`config.mk`:
```
export PLATFORM = sky130hd
export DESIGN_NAME = syscall_sequencer
export DESIGN_NICKNAME = d
export VERILOG_FILES = /design/src/rtl/syscall_sequencer.sv
export SDC_FILE = /design/constraint.sdc
export NUM_CORES = 1
export LEC_CHECK = 0
export ABC_AREA = 0
export ABC_CLOCK_PERIOD_IN_PS = 4680
export BUFFER_PORTS_ARGS = -buffer_cell sky130_fd_sc_hd__buf_2
export CAP_MARGIN = 30
export CORE_MARGIN = 5
export CORE_UTILIZATION = 45
export DETAILED_ROUTE_END_ITERATION = 7
export PLACE_DENSITY = 0.84
export SYNTH_ARGS = -nofsm -noshare
export SYNTH_HDL_FRONTEND = slang
export SYNTH_SLANG_ARGS = --single-unit
```
`constraint.sdc`:
```
create_clock -name CLK -period 4.68 [get_ports CLK]
set_input_delay 0.702 -clock CLK [delete_from_list [all_inputs] [get_ports CLK]]
set_output_delay 0.702 -clock CLK [all_outputs]
set_load 0.005 [all_outputs]
```
`src/rtl/syscall_sequencer.sv`:
```
// Syscall sequencer: decodes CPU syscall service codes, runs single-cycle
// services inline and sequences multi-cycle peripheral/pause services while
// stalling the CPU.
module syscall_sequencer #(
    parameter int unsigned TIMEOUT = 1024
) (
    input  logic        CLK,
    input  logic        Reset,
    input  logic        Syscall,
    input  logic [31:0] R1,
    input  logic [31:0] R2,
    input  logic        Go,
    input  logic        SvcDone,
    input  logic        KBValid,
    input  logic [31:0] KBData,
    output logic        Req_Screen,
    output logic        Req_Bitmap,
    output logic        Req_Copy,
    output logic        Req_Flush,
    output logic        Req_KB,
    output logic        Stall,
    output logic [31:0] LedData,
    output logic [31:0] Result,
    output logic        ResultWe,
    output logic        Paused,
    output logic        Error
);

    localparam int unsigned DW = 32;
    localparam int unsigned TW = (TIMEOUT > 1) ? $clog2(TIMEOUT) : 1;

    localparam logic [DW-1:0] CODE_KB     = DW'(16);
    localparam logic [DW-1:0] CODE_SCREEN = DW'(32);
    localparam logic [DW-1:0] CODE_BITMAP = DW'(33);
    localparam logic [DW-1:0] CODE_LED    = DW'(34);
    localparam logic [DW-1:0] CODE_COPY   = DW'(35);
    localparam logic [DW-1:0] CODE_FLUSH  = DW'(36);
    localparam logic [DW-1:0] CODE_CYCLES = DW'(49);
    localparam logic [DW-1:0] CODE_PAUSE  = DW'(50);

    typedef enum logic [2:0] {
        ST_IDLE,
        ST_REQ,
        ST_WAIT,
        ST_PAUSE,
        ST_DONE
    } state_t;

    typedef enum logic [2:0] {
        SVC_NONE,
        SVC_KB,
        SVC_SCREEN,
        SVC_BITMAP,
        SVC_COPY,
        SVC_FLUSH,
        SVC_PAUSE
    } svc_t;

    state_t        state_q, state_d;
    svc_t          svc_q,   svc_d;
    logic [TW-1:0] to_q,    to_d;
    logic [DW-1:0] kb_q,    kb_d;
    logic [DW-1:0] led_q,   led_d;
    logic [DW-1:0] cyc_q,   cyc_d;
    logic          err_q,   err_d;
    logic          go_q,    go_d;
    logic          complete_c;

    assign LedData = led_q;
    assign Error   = err_q;
    assign Paused  = (state_q == ST_PAUSE);

    // Completion for the active service: peripheral handshake, or keyboard data for KB.
    assign complete_c = SvcDone || ((svc_q == SVC_KB) && KBValid);

    // Next-state and output decode.
    always_comb begin
        state_d    = state_q;
        svc_d      = svc_q;
        to_d       = to_q;
        kb_d       = kb_q;
        led_d      = led_q;
        err_d      = err_q;
        go_d       = Go;
        cyc_d      = Paused ? cyc_q : cyc_q + DW'(1);
        Stall      = 1'b0;
        Result     = '0;
        ResultWe   = 1'b0;
        Req_Screen = 1'b0;
        Req_Bitmap = 1'b0;
        Req_Copy   = 1'b0;
        Req_Flush  = 1'b0;
        Req_KB     = 1'b0;

        case (state_q)
            ST_IDLE: begin
                if (Syscall) begin
                    case (R1)
                        CODE_LED: led_d = R2;
                        CODE_CYCLES: begin
                            Result   = cyc_q;
                            ResultWe = 1'b1;
                        end
                        CODE_KB: begin
                            Stall   = 1'b1;
                            svc_d   = SVC_KB;
                            state_d = ST_REQ;
                        end
                        CODE_SCREEN: begin
                            Stall   = 1'b1;
                            svc_d   = SVC_SCREEN;
                            state_d = ST_REQ;
                        end
                        CODE_BITMAP: begin
                            Stall   = 1'b1;
                            svc_d   = SVC_BITMAP;
                            state_d = ST_REQ;
                        end
                        CODE_COPY: begin
                            Stall   = 1'b1;
                            svc_d   = SVC_COPY;
                            state_d = ST_REQ;
                        end
                        CODE_FLUSH: begin
                            Stall   = 1'b1;
                            svc_d   = SVC_FLUSH;
                            state_d = ST_REQ;
                        end
                        CODE_PAUSE: begin
                            Stall   = 1'b1;
                            svc_d   = SVC_PAUSE;
                            state_d = ST_PAUSE;
                        end
                        default: err_d = 1'b1;
                    endcase
                end
            end
            ST_REQ: begin
                Stall      = 1'b1;
                Req_KB     = (svc_q == SVC_KB);
                Req_Screen = (svc_q == SVC_SCREEN);
                Req_Bitmap = (svc_q == SVC_BITMAP);
                Req_Copy   = (svc_q == SVC_COPY);
                Req_Flush  = (svc_q == SVC_FLUSH);
                to_d       = '0;
                state_d    = ST_WAIT;
            end
            ST_WAIT: begin
                Stall = 1'b1;
                // Completion takes priority over a coincident timeout.
                if (complete_c) begin
                    if ((svc_q == SVC_KB) && KBValid) begin
                        kb_d = KBData;
                    end
                    state_d = ST_DONE;
                end else if (to_q == TW'(TIMEOUT - 1)) begin
                    err_d   = 1'b1;
                    kb_d    = '0;
                    state_d = ST_DONE;
                end else begin
                    to_d = to_q + TW'(1);
                end
            end
            ST_PAUSE: begin
                Stall = 1'b1;
                // Release only on a fresh 0->1 transition of Go.
                if (Go && !go_q) begin
                    state_d = ST_DONE;
                end
            end
            ST_DONE: begin
                if (svc_q == SVC_KB) begin
                    Result   = kb_q;
                    ResultWe = 1'b1;
                end
                state_d = ST_IDLE;
            end
            default: state_d = ST_IDLE;
        endcase
    end

    // State and datapath registers.
    always_ff @(posedge CLK or posedge Reset) begin
        if (Reset) begin
            state_q <= ST_IDLE;
            svc_q   <= SVC_NONE;
            to_q    <= '0;
            kb_q    <= '0;
            led_q   <= '0;
            cyc_q   <= '0;
            err_q   <= 1'b0;
            go_q    <= 1'b0;
        end else begin
            state_q <= state_d;
            svc_q   <= svc_d;
            to_q    <= to_d;
            kb_q    <= kb_d;
            led_q   <= led_d;
            cyc_q   <= cyc_d;
            err_q   <= err_d;
            go_q    <= go_d;
        end
    end

endmodule
```
==> summary.md <==
| Metric | Value |
|---|---|
| Run status | `completed` |
| Share of the clock period used by the worst path | `between 60% and 70%` |
| Setup-violating endpoint count in the final report | `0` |
| Worst hold-check path type | `input port to asynchronous set/reset pin` |
| Post-CTS Repair Setup Buffers | `0` |
| Most frequently used flop master after synthesis | `dfrtp_1` |
| Leakage power figure | `about 3.6 nW` |
| Peak per-stage delay on the critical path | `0.54 ns` |
| Post-synthesis sequential area ratio | `a little over half` |
| Setup tns final | `0 ns` |
| Required time of the critical path | `about 4 ns` |
| Crit path DAT | `2.49 ns` |
| Gates resized, CTS repair | `0` |
| Post-detailed-route DRC marker count | `0` |
| Hold Fails Final Rpt | `0` |
| CP startpoint | `state_q[0]$_DFFE_PP0P_` |
| Most common cell after layout, fill and taps aside | `buf_2` |
| Antenna violations before repair | `0` |
| Routed vias/inst | `approximately 5.5` |
| Pwr Density | `344 nW/um2` |
| Number of buffers inserted by port buffering | `174` |
| Cell depth of the worst setup path | `6` |
| Maximum capacitance violations | `0` |
| GRT Total Usage | `a little under a fifth` |
| Async S/R FF share, synth | `100%` |
| Hold bufs inserted after CTS | `0` |
| Count of pins on the block boundary | `about 180` |
| Crit Reg-Reg Startpoint | `state_q[0]$_DFFE_PP0P_` |
| Clock slew seen by the registers of the worst setup and hold paths | `~0.06 ns` |
| Count of TritonRoute iterations in the first routing pass | `4` |
| Mean cell area of the mapped netlist | `roughly 12 um2` |
| ANT cells | `0` |
| Worst Hold Margin | `approximately 0.38 ns` |
| Placement-stage cell area | `6340 um2` |
| Maximum ir drop on the vdd rail | `about 0.16 mV` |
| Slew at the pin closest to its max-slew limit | `roughly 0.61 ns` |
| Top library cells by usage in the layout, fill and taps aside | `buf_2 (174), dfrtp_1 (114), a22o_1 (64)` |
| Share of final-layout standard cells stronger than drive strength 1 | `a little over a third` |
| Achievable frequency | `about 310 MHz` |
| Synth Instances | `451` |
| GRT Residual Overflow | `0` |
| Filler Cells Inserted | `902` |
| Standard-cell row count | `39` |
| Post-DP HPWL | `a little over 9 mm` |
| DRT Wirelength | `13.1 mm` |
| Number of enable flip-flop cells after synthesis | `0` |
| Number of H-tree levels | `4` |
| Clock buffer count from CTS | `17` |
| Buf+Inv Stages, Crit Path | `2` |
| Global-route wire length before repair | `around 22 mm` |
| Non-Filler Instances | `about 800` |
| Die X-Extent | `between 100 and 150 um` |
| Fraction of post-synthesis cell area in the top cell type by area | `53.5%` |
| Post-synthesis cell type with the largest combined area | `dfrtp_1` |
| Starting Density | `a little under half` |
| Post-DR wirelength/cell | `approximately 17 um` |
| Post-synthesis cell type count | `between 40 and 50` |
| Final period demand of the worst path | `around 3.2 ns` |
| TritonCTS clock tree | `built` |
| Sort of element at the start of the critical path | `register` |
| Final Worst Setup Slack | `about 1.5 ns` |
| Total die area | `roughly 14000 um2` |
| Area contributors post-synth | `dfrtp_1 (53%), a22o_1 (11%), mux2_1 (6.3%)` |
| Netlist area before placement | `around 5300 um2` |
| Total instance count after detailed placement | `around 750` |
| CP Class | `register to primary output` |
| Clock Tree Root | `clkbuf_16` |
| Number of antenna-violating nets in the routed design | `0` |
| CP Max Fanout | `33` |
| Total of warnings raised by yosys | `0` |
| Die span in y | `around 120 um` |
| Flops & latches, synth | `approximately 110` |
| Placer Congestion | `roughly 0.82` |
| Pin count of the biggest net entering global routing | `77` |
| Net count of the finished layout | `730` |
| Cell with the largest stage delay on the worst path | `dfrtp_1` |
| Area of the core region | `approximately 12000 um2` |
| Slew Viols, Final | `0` |
| Area overhead of the layout relative to synthesis | `31.2%` |
| CP endpoint kind | `primary output` |
| Cell class contributing the biggest share of worst-path delay | `simple AND/OR/NAND/NOR gates` |
| Post-synth net total | `roughly 560` |
| Pre-CTS worst setup slack | `1.63 ns` |
| Post-route cell area | `7000 um2` |
| Sequence of cells on the critical path | `nor3_1, nand2_1, nor4_4, buf_4, a22o_1, buf_2` |
| Remaining max-slew budget at the tightest pin | `between 50% and 60%` |
| Total via count after detailed routing | `approximately 4300` |
| Via count of the first global-routing pass | `approximately 4500` |
| RSZ-0062 raised after global routing | `no` |
| Register-to-Register Path Depth | `4` |
| Clock Latency Late Sink | `between 0.4 and 0.5 ns` |
| Setup clock skew after layout | `roughly 0.011 ns` |
| TritonCTS sink count | `approximately 110` |
| Maximum buffer depth of the clock tree | `2` |
| Count of routing violations after the opening detailed-route iteration | `297` |
## through the flow
step	utilization [%]	power [mW]
2_1_floorplan	-	1.03
3_3_place_gp	54.6	1.08
3_5_place_dp	55.1	1.09
4_1_cts	60.5	2.43
5_1_grt	60.8	2.49
6_report	60.8	2.41
## layout make-up
class | count | area [um2] | area share, %
Multi-Input combinational cell | 306 | 2330 | 33.3
Timing Repair Buffer | 181 | 983 | 14.1
Sequential cell | 114 | 2850 | 40.8
Inverter | 6 | 25.0 | 0.358
Clock inverter | 13 | 176 | 2.52
Tap cell | 143 | 179 | 2.56
Clock buffer | 19 | 453 | 6.47
## worst min-delay path: cells and delay by family
kind,cells,cell delay [ns]
buffers and inverters,3,0.47
## registers in the layout, summed over array words and instances, names as in the netlist
signal / count
state_q: 3
LedData: 32
to_q: 10
svc_q: 3
cyc_q: 32
kb_q: 32
go_q: 1
Error: 1
## metal layers
| layer | part of all wire, % | track usage, % | vias to the layer above |
|---|---|---|---|
| met5 | 0 | 0 | - |
| met1 | 41 | 23.7 | 2089 |
| li1 | - | - | 2025 |
| met3 | 6.1 | 5.02 | 19 |
| met2 | 52 | 31.5 | 169 |
| met4 | 1.6 | 6.52 | 0 |
## logic make-up (layout without fill, tap and decap cells)
family / count (synthesis) / count (layout) / synth area share [%]
flops: 114 / 114 / 53.5
buf+inv: 31 / 219 / 3.07
compound gates: 85 / 85 / 13.0
simple gates: 146 / 146 / 16.3
xor+xnor: 38 / 38 / 6.24
fa+ha+maj: 2 / 2 / 0.469
mux: 35 / 35 / 7.39
## synthesized netlist by cell type, types with 6 or more instances
cell / n
nand4_1: 18
nor2_1: 27
and3_1: 11
nand3_1: 13
nor3_1: 8
buf_2: 8
and4_1: 9
inv_1: 6
xnor2_1: 24
a22o_1: 64
xor2_1: 14
clkbuf_1: 13
nand2_1: 25
mux2_1: 30
dfrtp_1: 114
nor4_1: 7
## path summary, 6_finish.rpt
| check | to | slack (ns) |
|---|---|---|
| worst min-delay path | LedData[29]$_DFFE_PP0P_ | 0.38 |
| worst max-delay path | Result[19] | 1.49 |
| worst max register to register | LedData[30]$_DFFE_PP0P_ | 2.51 |
| min in group CLK | go_q$_DFF_PP0_ | 0.44 |
| max in group asynchronous | LedData[26]$_DFFE_PP0P_ | 3.44 |
| worst min register to register | cyc_q[31]$_DFFE_PP0N_ | 0.47 |
## report_power, final
part / switching [mW] / internal (mW)
clock network: 0.462 / 0.875
registers: 0.000119 / 0.987
logic: 0.0449 / 0.0398
total: 0.507 / 1.90
Power figures use the tool's default switching activity.
